`src/rtl/rr_stream_arbiter_pkg.sv`:
```
// Shared types, defaults and the round-robin pick function for the stream arbiter.
package arb_pkg;

    typedef enum logic {
        IDLE   = 1'b0,
        LOCKED = 1'b1
    } arb_state_t;

    localparam int NUM_REQ_DEF = 4;
    localparam int DATA_W_DEF  = 32;
    localparam int MAX_REQ     = 16;

    // First set bit of valid_vec scanning upward from last_grant+1, wrapping at num_req.
    // Returns last_grant unchanged when nothing is valid; callers gate on |valid_vec.
    function automatic logic [3:0] rr_pick(
        input logic [MAX_REQ-1:0] valid_vec,
        input logic [3:0]         last_grant,
        input int                 num_req
    );
        logic [3:0] pick;
        logic [3:0] idx;
        logic       found;
        pick  = last_grant;
        found = 1'b0;
        for (int k = 1; k <= MAX_REQ; k++) begin
            idx = 4'((int'(last_grant) + k) % num_req);
            if (k <= num_req && !found && valid_vec[idx]) begin
                pick  = idx;
                found = 1'b1;
            end
        end
        return pick;
    endfunction

endpackage

```
`src/rtl/rr_stream_arbiter_if.sv`:
```
// Bundle of requester-side and consumer-side stream signals for rr_stream_arbiter.
interface rr_stream_arbiter_if
    import arb_pkg::*;
#(
    parameter int NUM_REQ = NUM_REQ_DEF,
    parameter int DATA_W  = DATA_W_DEF,
    parameter int ID_W    = $clog2(NUM_REQ)
);
    // A beat moves when valid and ready are both high at a rising edge; in_ready
    // may depend on in_valid and out_ready within the cycle, never on data.
    logic [NUM_REQ-1:0]        in_valid;
    logic [NUM_REQ*DATA_W-1:0] in_data;
    logic [NUM_REQ-1:0]        in_last;
    logic [NUM_REQ-1:0]        in_ready;
    logic                      out_valid;
    logic [DATA_W-1:0]         out_data;
    logic                      out_last;
    logic [ID_W-1:0]           out_id;
    logic                      out_ready;

    modport master (
        output in_valid, in_data, in_last, out_ready,
        input  in_ready, out_valid, out_data, out_last, out_id
    );

    modport slave (
        input  in_valid, in_data, in_last, out_ready,
        output in_ready, out_valid, out_data, out_last, out_id
    );

endinterface

```
`src/rtl/rr_stream_arbiter_out_stage.sv`:
```
// One-entry valid/ready register; a load and a drain in the same cycle overwrite the entry.
module out_stage
    import arb_pkg::*;
#(
    parameter int W = 8
) (
    input  logic         clk,
    input  logic         rst,
    input  logic         load_i,
    input  logic [W-1:0] data_i,
    input  logic         out_ready_i,
    output logic         out_valid_o,
    output logic [W-1:0] out_data_o,
    output logic         stage_ready_o
);

    logic         valid_q;
    logic [W-1:0] data_q;

    always_ff @(posedge clk) begin
        if (rst) begin
            valid_q <= 1'b0;
            data_q  <= '0;
        end else if (load_i) begin
            valid_q <= 1'b1;
            data_q  <= data_i;
        end else if (out_ready_i) begin
            valid_q <= 1'b0;
        end
    end

    assign stage_ready_o = !valid_q || out_ready_i;
    assign out_valid_o   = valid_q;
    assign out_data_o    = data_q;

endmodule

```
`src/rtl/rr_stream_arbiter.sv`:
```
// Round-robin packet arbiter merging NUM_REQ streams into one registered, id-tagged stream.
module rr_stream_arbiter
    import arb_pkg::*;
#(
    parameter int NUM_REQ = NUM_REQ_DEF,
    parameter int DATA_W  = DATA_W_DEF,
    parameter int ID_W    = $clog2(NUM_REQ)
) (
    input  logic              clk,
    input  logic              rst,
    rr_stream_arbiter_if.slave bus,
    output arb_state_t        dbg_state_o
);

    localparam int PAY_W = ID_W + 1 + DATA_W;

    arb_state_t          state_q, state_d;
    logic [ID_W-1:0]     lock_id_q, lock_id_d;
    logic [ID_W-1:0]     last_grant_q, last_grant_d;
    logic [ID_W-1:0]     grant_id;
    logic [3:0]          cand;
    logic [MAX_REQ-1:0]  valid_ext;
    logic                grant_en;
    logic                stage_ready;
    logic                accept;
    logic                sel_last;
    logic [DATA_W-1:0]   sel_data;
    logic [NUM_REQ-1:0]  in_ready;
    logic [PAY_W-1:0]    stage_q_data;

    assign valid_ext = MAX_REQ'(bus.in_valid);
    assign cand      = rr_pick(valid_ext, 4'(last_grant_q), NUM_REQ);

    // The owner keeps the grant while locked, even with its valid low, so others stall.
    assign grant_id = (state_q == LOCKED) ? lock_id_q : ID_W'(cand);
    assign grant_en = (state_q == LOCKED) || (|bus.in_valid);

    always_comb begin
        in_ready = '0;
        for (int i = 0; i < NUM_REQ; i++) begin
            in_ready[i] = !rst && grant_en && stage_ready && (grant_id == ID_W'(i));
        end
    end

    assign bus.in_ready = in_ready;
    assign accept       = |(bus.in_valid & in_ready);
    assign sel_last     = bus.in_last[grant_id];
    assign sel_data     = bus.in_data[int'(grant_id)*DATA_W +: DATA_W];

    always_comb begin
        state_d      = state_q;
        lock_id_d    = lock_id_q;
        last_grant_d = last_grant_q;
        case (state_q)
            IDLE: begin
                if (accept) begin
                    last_grant_d = ID_W'(cand);
                    if (!sel_last) begin
                        state_d   = LOCKED;
                        lock_id_d = ID_W'(cand);
                    end
                end
            end
            LOCKED: begin
                if (accept && sel_last) begin
                    state_d = IDLE;
                end
            end
            default: state_d = IDLE;
        endcase
    end

    always_ff @(posedge clk) begin
        if (rst) begin
            state_q      <= IDLE;
            lock_id_q    <= '0;
            last_grant_q <= ID_W'(NUM_REQ - 1);
        end else begin
            state_q      <= state_d;
            lock_id_q    <= lock_id_d;
            last_grant_q <= last_grant_d;
        end
    end

    out_stage #(
        .W(PAY_W)
    ) u_out_stage (
        .clk          (clk),
        .rst          (rst),
        .load_i       (accept),
        .data_i       ({grant_id, sel_last, sel_data}),
        .out_ready_i  (bus.out_ready),
        .out_valid_o  (bus.out_valid),
        .out_data_o   (stage_q_data),
        .stage_ready_o(stage_ready)
    );

    assign bus.out_id   = stage_q_data[PAY_W-1 -: ID_W];
    assign bus.out_last = stage_q_data[DATA_W];
    assign bus.out_data = stage_q_data[DATA_W-1:0];
    assign dbg_state_o  = state_q;

endmodule

```
`src/flat_wrapper.sv`:
```
// flat-port wrapper written by rule: the top's interface ports become plain ports
module rr_stream_arbiter_flat import arb_pkg::*;
#(
    parameter int NUM_REQ = NUM_REQ_DEF,
    parameter int DATA_W  = DATA_W_DEF,
    parameter int ID_W    = $clog2(NUM_REQ)
)
  (clk, rst, dbg_state_o, bus_in_valid, bus_in_data, bus_in_last, bus_out_ready, bus_in_ready, bus_out_valid, bus_out_data, bus_out_last, bus_out_id);
  rr_stream_arbiter_if #(.NUM_REQ(NUM_REQ), .DATA_W(DATA_W), .ID_W(ID_W)) bus_i ();
  input  logic clk;
  input  logic rst;
  output arb_state_t dbg_state_o;
  input wire logic [$bits(bus_i.in_valid)-1:0] bus_in_valid;
  input wire logic [$bits(bus_i.in_data)-1:0] bus_in_data;
  input wire logic [$bits(bus_i.in_last)-1:0] bus_in_last;
  input wire logic [$bits(bus_i.out_ready)-1:0] bus_out_ready;
  output wire logic [$bits(bus_i.in_ready)-1:0] bus_in_ready;
  output wire logic [$bits(bus_i.out_valid)-1:0] bus_out_valid;
  output wire logic [$bits(bus_i.out_data)-1:0] bus_out_data;
  output wire logic [$bits(bus_i.out_last)-1:0] bus_out_last;
  output wire logic [$bits(bus_i.out_id)-1:0] bus_out_id;
  assign bus_i.in_valid = bus_in_valid;
  assign bus_i.in_data = bus_in_data;
  assign bus_i.in_last = bus_in_last;
  assign bus_i.out_ready = bus_out_ready;
  assign bus_in_ready = bus_i.in_ready;
  assign bus_out_valid = bus_i.out_valid;
  assign bus_out_data = bus_i.out_data;
  assign bus_out_last = bus_i.out_last;
  assign bus_out_id = bus_i.out_id;
  rr_stream_arbiter #(.NUM_REQ(NUM_REQ), .DATA_W(DATA_W), .ID_W(ID_W)) u_core (.clk(clk), .rst(rst), .bus(bus_i), .dbg_state_o(dbg_state_o));
endmodule
```
`config.mk`:
```
export PLATFORM = sky130hd
export DESIGN_NAME = rr_stream_arbiter_flat
export DESIGN_NICKNAME = d
export VERILOG_FILES = /design/src/rtl/rr_stream_arbiter_pkg.sv /design/src/rtl/rr_stream_arbiter_if.sv /design/src/rtl/rr_stream_arbiter_out_stage.sv /design/src/rtl/rr_stream_arbiter.sv /design/src/flat_wrapper.sv
export SDC_FILE = /design/constraint.sdc
export NUM_CORES = 1
export LEC_CHECK = 0
export CORE_ASPECT_RATIO = 1.25
export CORE_MARGIN = 5
export CORE_UTILIZATION = 35
export CTS_BUF_LIST = sky130_fd_sc_hd__clkbuf_8 sky130_fd_sc_hd__clkbuf_16
export DETAILED_ROUTE_END_ITERATION = 16
export PLACE_DENSITY = 0.68
export SYNTH_ARGS = -nofsm -noshare
export SYNTH_HDL_FRONTEND = slang
export SYNTH_SLANG_ARGS = --single-unit
```
`constraint.sdc`:
```
create_clock -name clk -period 3.3 [get_ports clk]
set_input_delay 0.825 -clock clk [delete_from_list [all_inputs] [get_ports clk]]
set_output_delay 0.825 -clock clk [all_outputs]
set_load 0.02 [all_outputs]
```
==> flow_metrics.env <==
export IMPL_synthFlopType="dfxtp_1"
export IMPL_via_per_inst=5.93
export IMPL_path_delay_family="buffers and inverters"
export IMPL_synth_warnings=0
export IMPL_yosysSeqAreaShare=0.218
export IMPL_drc_errors=0
export IMPL_cts_root_buf="clkbuf_16"
export IMPL_detailedPlace_worstSlack_ns=-0.521
export IMPL_drive_gt1_frac=0.273
export IMPL_cp_arrival_ns=2.40
export IMPL_grt_overflow=0
export IMPL_p_leak_nw=2.26
export IMPL_synthAdderAreaFrac=0
export IMPL_dieWidth_um=103
export IMPL_cts_sinks=41
export IMPL_cap_violations=0
export IMPL_slew_limit_headroom=0.511
export IMPL_status="finished clean"
export IMPL_fp_dieH_um=126
export IMPL_synthTopCellsByArea="mux2_2 (29%), dfxtp_1 (22%), a222oi_1 (17%)"
export IMPL_h_tree_depth=2
export IMPL_setup_viol=0
export IMPL_peakVddDrop_mv=0.323
export IMPL_synth_area_leader_cell="mux2_2"
export IMPL_antenna_found_initial=0
export IMPL_diodes=0
export IMPL_ys_ff_latch=41
export IMPL_critPathSlowestCell="clkdlybuf4s50_1"
export IMPL_endpoint_kind="primary output"
export IMPL_cp_cell_sequence="clkdlybuf4s50_1, nand2b_1, a21o_1, a32o_2, nor3_1, buf_2"
export IMPL_synth_edff_count=0
export IMPL_synth_compound_area_frac=0.230
export IMPL_fin_skew_ns=0.00599
export IMPL_muxShareOfSynthArea=0.391
export IMPL_maxSlewViolCount=0
export IMPL_path_buf_inv=2
export IMPL_required_ns=2.47
export IMPL_io_pins=180
export IMPL_min_period_over_period=0.976
export IMPL_n_fill_cell=979
export IMPL_ant_nets=0
export IMPL_nets=702
export IMPL_rsz0062_at_grt="true"
export IMPL_fmax_ghz=0.310
export IMPL_cts_buffers_inserted=5
export IMPL_finalWirelength_mm=13.1
export IMPL_yosys_area_share_simple=0.103
export IMPL_die_area_um2=12900
export IMPL_hold_viol=0
export IMPL_synthCells=390
export IMPL_synth_xor_area_share=0
export IMPL_cts_tree="built"
export IMPL_synth_top_area_frac=0.290
export IMPL_track_usage=0.194
export IMPL_syn2layout_area_growth_pct=56.9
export IMPL_syn_area_per_cell_um2=9.65
export IMPL_postLayoutCellArea_um2=5910
export IMPL_power_density_cell_area_nw_per_um2=755
export IMPL_drt_iter0_drc=392
export IMPL_clk_pin_slew_ns=0.06
export IMPL_fp_coreArea_um2=10600
export IMPL_post_route_util=0.559
export IMPL_dp_cells=688
export IMPL_crit_type="in -> out"
export IMPL_grt_max_degree=70
export IMPL_synth_area_um2=3760
export IMPL_path_max_fanout=4
export IMPL_syn_nets=529
export IMPL_portBuffers=179
export IMPL_cp_start_kind="input port"
export IMPL_slowest_delay_ns=0.46
export IMPL_netlist_cell_type_count=43
export IMPL_wl_per_cell_um=18.8
export IMPL_synth_top_family_by_area="multiplexers"
export IMPL_place_congestion=0.924
export IMPL_clockBufferDepth=2
export IMPL_postPlaceCellArea_um2=5760
export IMPL_rows=42
export IMPL_dr_pass1_iters=12
export IMPL_worstMarginPinSlew_ns=0.733
export IMPL_vias=4129
export IMPL_period_minus_slack_ns=3.22
export IMPL_dpl_hpwl_mm=9.79
export IMPL_grt_pass1_wl_mm=20.6
export IMPL_worstSkewPairLatency_ns=0.28
export IMPL_worst_slack_ns=0.0787
export IMPL_hold_class="reg -> reg"
export IMPL_grt_pass1_vias=4154
export IMPL_ys_async_sr_fraction=0
export IMPL_start_util=0.356
export IMPL_final_cell_count_no_fill=696
[report_power, final]
group,switching (mW),total [mW],internal (mW)
registers,0.139,0.879,0.741
clock network,0.195,0.496,0.301
logic,1.49,3.08,1.59
total,1.82,4.46,2.63
[through the flow]
step	power [mW]	TNS, ns	hold slack (ns)
after floorplan	2.92	0	0.439
after global placement	3.93	-1.68	0.444
after detailed placement	3.98	-4.86	0.451
after CTS	4.49	0	0.460
after global routing	4.75	-0.0110	0.487
final	4.46	0	0.456
[kinds of logic (layout without fill, tap and decap cells)]
group | count (synthesis) | count (layout)
flops | 41 | 41
mux | 135 | 135
simple gates | 81 | 81
compound gates | 90 | 90
buf+inv | 43 | 217
[cells in the mapped netlist (all sizes together) (3+ instances only)]
cell / instances
o21ai: 5
a222oi: 64
nor3: 11
nor2: 8
nor2b: 5
nand2b: 3
a211oi: 3
dfxtp: 41
buf: 27
clkbuf: 14
o211ai: 4
nand2: 43
or2: 3
mux2: 98
mux2i: 37
[sequential cells by signal, indices dropped and copies added (netlist names), named ones only]
name                            cells
u_core.u_out_stage.out_valid_o      1
u_core.lock_id_q                    2
u_core.last_grant_q                 2
u_core.u_out_stage.out_data_o      35
[worst reg2reg max path, stage by stage (launching register included)]
cell	delay [ns]
dfxtp_2	0.42
buf_4	0.63
nor2_1	0.13
o21ai_0	0.17
nand2_2	0.21
buf_12	0.22
a222oi_1	0.40
mux2_2	0.23
mux2i_1	0.06
[worst paths after layout]
kind	start	endpoint	slack (ns)	cells past startpoint
setup / recovery	bus_in_valid[2]	bus_in_ready[1]	0.08	6
hold / removal	u_core.u_out_stage.out_data_o[21]	u_core.u_out_stage.out_data_o[21]	0.46	2
setup reg to reg	flop	u_core.u_out_stage.out_data_o[22]	0.72	8
hold reg to reg	u_core.u_out_stage.out_data_o[21]	u_core.u_out_stage.out_data_o[21]	0.46	2
[cell type report]
class | count | area (um2) | area share
Sequential cell | 41 | 823 | 0.139
Inverter | 2 | 7.51 | 0.00127
Clock buffer | 6 | 139 | 0.0235
Multi-Input combinational cell | 306 | 2740 | 0.464
Clock inverter | 2 | 13.8 | 0.00233
Timing Repair Buffer | 207 | 2020 | 0.342
Tap cell | 132 | 165 | 0.0280
[cells in the final DEF (no fill, tap or decap), types with 3 or more instances in the layout]
master	n
o211ai_1	4
buf_12	3
nand2_1	41
nor2_1	7
o21ai_0	3
nor2b_1	5
mux2_2	97
nor3_1	9
nand2b_1	3
clkdlybuf4s50_1	174
mux2i_1	37
buf_2	3
clkbuf_16	5
buf_4	26
dfxtp_1	39
a222oi_1	64
[what timing repair did]
item / in CTS / in global routing
pin swaps: 0 / 0
setup endpoints to repair: 4 / 2
resized for setup: 21 / 3
hold buffers: 0 / 0
setup buffers: 0 / 0
[routing by layer]
layer | wire length (um) | share of wire | global-route usage | up-vias
li1 | - | - | - | 1934
met1 | 4880 | 0.37 | 0.220 | 1993
met2 | 6850 | 0.52 | 0.346 | 173
met3 | 976 | 0.074 | 0.0454 | 29
met4 | 401 | 0.031 | 0.0709 | 0
met5 | 0 | 0 | 0 | -
(Power assumes the default switching activity.)
